**config.mk**
```make
export PLATFORM = sky130hd
export DESIGN_NAME = sc_ifu
export DESIGN_NICKNAME = d
export VERILOG_FILES = /design/src/rtl/sc_ifu_pkg.sv /design/src/rtl/sc_npc_mux.sv /design/src/rtl/sc_ifu.sv
export SDC_FILE = /design/constraint.sdc
export NUM_CORES = 1
export LEC_CHECK = 0
export ABC_AREA = 0
export CORE_ASPECT_RATIO = 0.8
export CORE_UTILIZATION = 42
export DETAILED_ROUTE_END_ITERATION = 6
export PLACE_DENSITY = 0.88
export SLEW_MARGIN = 10
export SYNTH_ARGS = -nofsm -noshare
export SYNTH_HDL_FRONTEND = slang
export SYNTH_SLANG_ARGS = --single-unit
export TNS_END_PERCENT = 50
```
**constraint.sdc**
```tcl
create_clock -name clock -period 3.9 [get_ports clock]
set_input_delay 0.975 -clock clock [delete_from_list [all_inputs] [get_ports clock]]
set_output_delay 0.975 -clock clock [all_outputs]
set_load 0.01 [all_outputs]
```
**src/rtl/sc_ifu_pkg.sv**
```systemverilog
// Shared constants for the instruction fetch unit: FSM encoding,
// next-PC select codes and the reset-time nop instruction.
package sc_ifu_pkg;

   localparam logic [1:0] ST_FETCH = 2'd0;
   localparam logic [1:0] ST_WAIT  = 2'd1;
   localparam logic [1:0] ST_VALID = 2'd2;
   localparam logic [1:0] ST_HALT  = 2'd3;

   localparam logic [1:0] PC_SEQ  = 2'b00;
   localparam logic [1:0] PC_BRA  = 2'b01;
   localparam logic [1:0] PC_JALR = 2'b10;
   localparam logic [1:0] PC_JAL  = 2'b11;

   // addi x0, x0, 0
   localparam logic [31:0] NOP = 32'h0000_0013;

   function automatic logic is_word_aligned(input logic [31:0] addr);
      return (addr[1:0] == 2'b00);
   endfunction

endpackage

```
**src/rtl/sc_npc_mux.sv**
```systemverilog
// Next-PC selection and word-alignment check for the fetch unit.
module sc_npc_mux
   import sc_ifu_pkg::*;
(
   input  logic [1:0]  pcsource,
   input  logic [31:0] pc4,
   input  logic [31:0] bra_target,
   input  logic [31:0] jalr_target,
   input  logic [31:0] jal_target,
   output logic [31:0] next_pc,
   output logic        next_pc_ok
);

   // select the next fetch address; jalr drops bit 0 before the alignment test
   always_comb begin
      next_pc = pc4;
      case (pcsource)
         PC_SEQ:  next_pc = pc4;
         PC_BRA:  next_pc = bra_target;
         PC_JALR: next_pc = {jalr_target[31:1], 1'b0};
         PC_JAL:  next_pc = jal_target;
         default: next_pc = pc4;
      endcase
      next_pc_ok = is_word_aligned(next_pc);
   end

endmodule

```
**src/rtl/sc_ifu.sv**
```systemverilog
// Instruction fetch unit: fetches one word per instruction, holds it
// until the execute stage acknowledges it, then steers to the next PC.
//
// state    | meaning
// ---------+-----------------------------------------------------------
// FETCH    | request issued at pc; zero-wait response captured here
// WAIT     | request outstanding, address held until imem_rdy
// VALID    | inst/pc presented, waiting for inst_ack
// HALT     | misaligned next PC seen; parked until reset
module sc_ifu
   import sc_ifu_pkg::*;
#(
   parameter logic [31:0] RESET_PC = 32'h0000_0000
) (
   input  logic        clock,
   input  logic        resetn,
   input  logic [1:0]  pcsource,
   input  logic [31:0] bra_target,
   input  logic [31:0] jalr_target,
   input  logic [31:0] jal_target,
   output logic        imem_req,
   output logic [31:0] imem_addr,
   input  logic        imem_rdy,
   input  logic [31:0] imem_rdata,
   output logic [31:0] inst,
   output logic [31:0] pc,
   output logic [31:0] pc4,
   output logic        inst_valid,
   input  logic        inst_ack,
   output logic        misalign
);

   logic [1:0]  state;
   logic [31:0] next_pc;
   logic        next_pc_ok;

   sc_npc_mux u_npc_mux (
      .pcsource    (pcsource),
      .pc4         (pc4),
      .bra_target  (bra_target),
      .jalr_target (jalr_target),
      .jal_target  (jal_target),
      .next_pc     (next_pc),
      .next_pc_ok  (next_pc_ok)
   );

   // outputs decoded from state; the request is gated by resetn so it
   // drops the instant reset asserts even though reset parks us in FETCH
   always_comb begin
      pc4        = pc + 32'd4;
      imem_addr  = pc;
      imem_req   = resetn && ((state == ST_FETCH) || (state == ST_WAIT));
      inst_valid = (state == ST_VALID);
   end

   // fetch sequencing, instruction capture and PC update
   always_ff @(posedge clock or negedge resetn) begin
      if (!resetn) begin
         state    <= ST_FETCH;
         pc       <= RESET_PC;
         inst     <= NOP;
         misalign <= 1'b0;
      end else begin
         case (state)
            ST_FETCH: begin
               if (imem_rdy) begin
                  inst  <= imem_rdata;
                  state <= ST_VALID;
               end else begin
                  state <= ST_WAIT;
               end
            end
            ST_WAIT: begin
               if (imem_rdy) begin
                  inst  <= imem_rdata;
                  state <= ST_VALID;
               end
            end
            ST_VALID: begin
               if (inst_ack) begin
                  if (next_pc_ok) begin
                     pc    <= next_pc;
                     state <= ST_FETCH;
                  end else begin
                     misalign <= 1'b1;
                     state    <= ST_HALT;
                  end
               end
            end
            default: begin
               misalign <= 1'b1;
            end
         endcase
      end
   end

endmodule

```
== Yosys cells after proc, flatten, opt, wreduce, memory -nomap -nowiden ==
Cells that the tools add are included.
Storage, ports and cells
  output and inout port bits: 131
  bits in registers: 67
  bits of input ports: 134
Cells by class
  bitwise operators: 1
  reductions and logical operators: 11
  mux-type cells: 9
  eq/ne operators: 8
  add/subtract/negate cells: 1
Operator list (number)
  case mux 32 bit (4 select lines): 1
  adder 32 x 3 -> 32 bit, second input constant: 1
  AND reduction 3 bit: 3
  two-way mux 2 bit: 4
  equality test 2 bit, second input constant: 3
  zero test 2 bit: 3
  case mux 2 bit (3 select lines): 1
  equality test 2 x 1 -> 1 bit, second input constant: 2
  inequality test 2 bit, second input constant: 2
  nonzero test 3 bit: 1
  two-way mux 1 bit: 2
  inequality test 2 x 1 -> 1 bit, second input constant: 1
  case mux 1 bit (2 select lines): 1
  AND reduction 2 bit: 1
  OR reduction 2 bit: 1
  logical AND 1 bit: 1
  logical OR 1 bit: 1
  inverter 1 bit: 1

== Logic depth before layout (Yosys ltp) ==
  depth after elaboration: 6
  mapped depth: 8
  gate-level depth less buffers: 7

== By module ==
From an unflattened synthesis, not the netlist that was laid out.
Unflattened totals
  cells, all modules: 319
  area total of the unflattened synthesis: 4214.0 µm²
Modules (own cells, without submodules)
  sc_ifu: cells an instance 276, area each 3405.8 µm², instances 1
  sc_npc_mux: cells an instance 43, area each 808.3 µm², instances 1

== Worst setup path after synthesis ==
No wires, ideal clock.
  kind: register to output
  start point: register pc[3], in the netlist imem_addr[3]
  end point: output pc4[20]
  stages on the path, launching flop included: 6
  arrival: 1946 ps
  path slack: 979 ps
  path buffers: 0
  path through: dfrtp_1 ha_1 nand3_1 nor4_2 nor3b_1 xor2_1
On the way
  longest elaborated chain between the ends: 1
Ends and longest elaborated chain
  start: declaration: RTL line sc_ifu.sv:26  | output logic [31:0] pc,
  start signal: assignment: RTL line sc_ifu.sv:82  | pc <= next_pc;
  adder 32 x 3 -> 32 bit: RTL line sc_ifu.sv:50  | pc4 = pc + 32'd4;
  end: declaration: RTL line sc_ifu.sv:27  | output logic [31:0] pc4,
Every way passes these cells.

== Final worst setup path ==
  start point: register pc[8], in the netlist imem_addr[8]
  end point: output pc4[29]
The elaborated chain is that of the path after synthesis.

==> impl_metrics.ini <==
[run_status]
status = finished clean

[setup_path]
crit_start = imem_addr[8]
worstPathMaxFanout = 8
r2r_end = imem_addr[16]
rr_worst_depth = 6
crit_type = reg -> out
worstPathRequired_ns = 2.92
cp.arrival_ns = 2.78
start_kind = flip-flop
r2r-start = imem_addr[0]
r2r_setup_slack_ns = 1.67
cp-end-kind = primary output

[timing]
setup_violations = 0
skew_ns = 0.00631
fin_tns_setup_ns = 0
fin_ws_ns = 0.141
worst_slew_pin_slew_ns = 0.743
timing.final.max_slew_violations = 0
fin_crit_ns = 3.76
max_freq_mhz = 266
rsz0062_at_grt = no
fin_crit_sh_pct = 96.4
relSlewSlack_pct = 50.3
finalHoldViolations = 0

[min_path]
hp-start = misalign
min_to = misalign
min_path_cells = 1
hp-class = reg -> reg

[final_layout]
nets = 830
antenna_cells = 0
multiInputGateArea_sq_um = 2450
fillCellCount = 787
final_common_cell = clkdlybuf4s50_1
mostFrequentLayoutCells = clkdlybuf4s50_1, dfrtp_1, mux2_2
regArea_sq_um = 1690
area_delta_synth_final_pct = 64.9
final_layout_size_suffix_gt1_share_pct = 15.9

[global_route]
grt_max_degree = 38
antenna_found_initial = 0
first_global_vias = 4766
grt_pass1_wl_um = 24900
overflow = 0
grt_usage_pct = 29.1

[synth]
synth_top_area_share_pct = 35.6
yosys-top-cells-area = dfrtp_1, mux2_2, buf_4
avgSynthCellArea_sq_um = 9.75
syn-instance-count = 462
yosysTopAreaCell = dfrtp_1
syn_area_sq_um = 4500
ys_ff_latch = 67
yosysUniqueCellTypes = 55
synthFlopType = dfrtp_1
synth_edf_count = 0
async_flop_share_pct = 100
ys_warn_count = 0
ys_seq_area_share_pct = 37.3
syn_nets = 600

[placed_design]
dp_hpwl_um = 12100
pre_cts_slack_ns = 0.346
portBuffers = 263
gp_congestion = 0.890

[detailed_routing]
wl_um = 16100
firstDrtPassIters = 5
wire_per_inst_um = 19.2
drc = 0
routed_via_density = 5.49
ant_nets = 0
vias = 4598
initialDrtViolationCount = 221

[power]
power.density_nw_per_um2 = 705
p_leak_nw = 2.97
ir_worst_vdd_uv = 504

[clock_tree]
path_clk_slew_ns = 0.06
clock_sinks = 67
cts_tree = built
clkLatencyLatePin_ns = 0.33
cts_hold_buf = 0
cts-htree-levels = 3
cts_root_buf = clkbuf_16
cts_max_path_buffers = 2
cts_buffers = 9

[die]
die_w_um = 118
std_cell_rows = 33
die_h_um = 94.6
io_pins = 265
core_sq_um = 10300
start_util_pct = 43.6
dieArea_sq_um = 11100

[run]
max_cap_violations = 0
## where the power goes
group / switching (mW) / internal (mW)
sequential: 0.428 / 1.05
combinational: 1.14 / 1.71
clock: 0.314 / 0.597
## routing by layer
layer	part of all wire [%]	GRT usage, %	vias to the layer above
met2	51	52.3	223
met3	7.0	6.76	26
met1	40	35.2	2255
met4	1.8	8.01	0
met5	0	0	-
li1	-	-	2094
## cells in the mapped netlist (2+ instances only)
cell	instances
mux4_2	9
nand2b_1	2
nand2_1	36
dfrtp_1	64
or2_1	2
xor2_1	12
nor2_1	32
buf_4	34
buf_2	6
or2_2	2
o21ai_0	22
a22o_1	8
a22oi_1	3
and3_1	7
or4_1	2
nand4_1	9
xnor2_1	16
buf_1	2
a21oi_1	31
o221ai_1	2
o22ai_1	2
clkbuf_1	18
nand3_2	3
nor3_1	5
o2bb2ai_1	4
mux2_2	42
nor4_1	4
ha_1	4
and2_1	5
a31oi_1	3
o21a_1	3
a2bb2oi_1	7
o22a_1	4
inv_1	7
o41ai_1	2
dfstp_2	3
nor2b_1	2
or2_0	2
mux2i_1	14
nand3_1	12
## sequential cells by signal (all words and copies together), names as in the netlist
signal / count
imem_addr: 32
misalign: 1
inst: 32
state: 2
## area by class of cell
class	instances	area share, %
sequential	67	22.7
clock inverter	5	1.15
multi-input combinational	326	33.0
tap	140	2.36
clock buffer	11	3.40
timing repair buffer	281	37.1
inverter	7	0.354
## repair_timing
| item | in CTS | in global routing |
|---|---|---|
| resized for setup | 1 | 8 |
| pin swaps | 0 | 0 |
| buffers inserted | 0 | 0 |
| endpoints found under the setup margin | 1 | 8 |
## cell families after synthesis
| logic type | after synthesis | share of synthesized area (%) |
|---|---|---|
| AOI/OAI and AO/OA | 98 | 14.3 |
| xor gates and xnor gates | 28 | 5.44 |
| adders and majority gates | 4 | 1.11 |
| buffers and inverters | 69 | 8.94 |
| DFF | 67 | 37.3 |
| muxes | 65 | 18.1 |
| and+or+nand+nor | 131 | 14.8 |
## per-stage QoR
step	cells	hold slack [ns]	cell area, sq um	total power, mW	util [%]
floorplan	462	0.493	4500	2.78	-
global placement	821	0.441	7060	4.22	68.4
detailed placement	821	0.482	7060	4.31	68.4
CTS	837	0.495	7400	5.25	71.7
global route	837	0.523	7430	5.51	72.0
finish	837	0.494	7430	5.24	72.0
## critical path: stages, from the launching register on
cell	delay (ns)
dfrtp_1	0.49
nand3_2	0.23
or4_4	0.68
nor4_4	0.30
xor2_1	0.17
clkdlybuf4s50_1	0.58
## worst max-delay path by stage
stage | end | slack, ns | cells past startpoint
global route | pc4[29] | 0.01 | 5
finish | pc4[29] | 0.14 | 5
global placement | pc4[29] | 0.39 | 5
floorplan | pc4[20] | 0.98 | 5
CTS | pc4[20] | 0.02 | 6
detailed placement | pc4[29] | 0.35 | 5
Note: power is estimated with default switching activity, not from simulation.
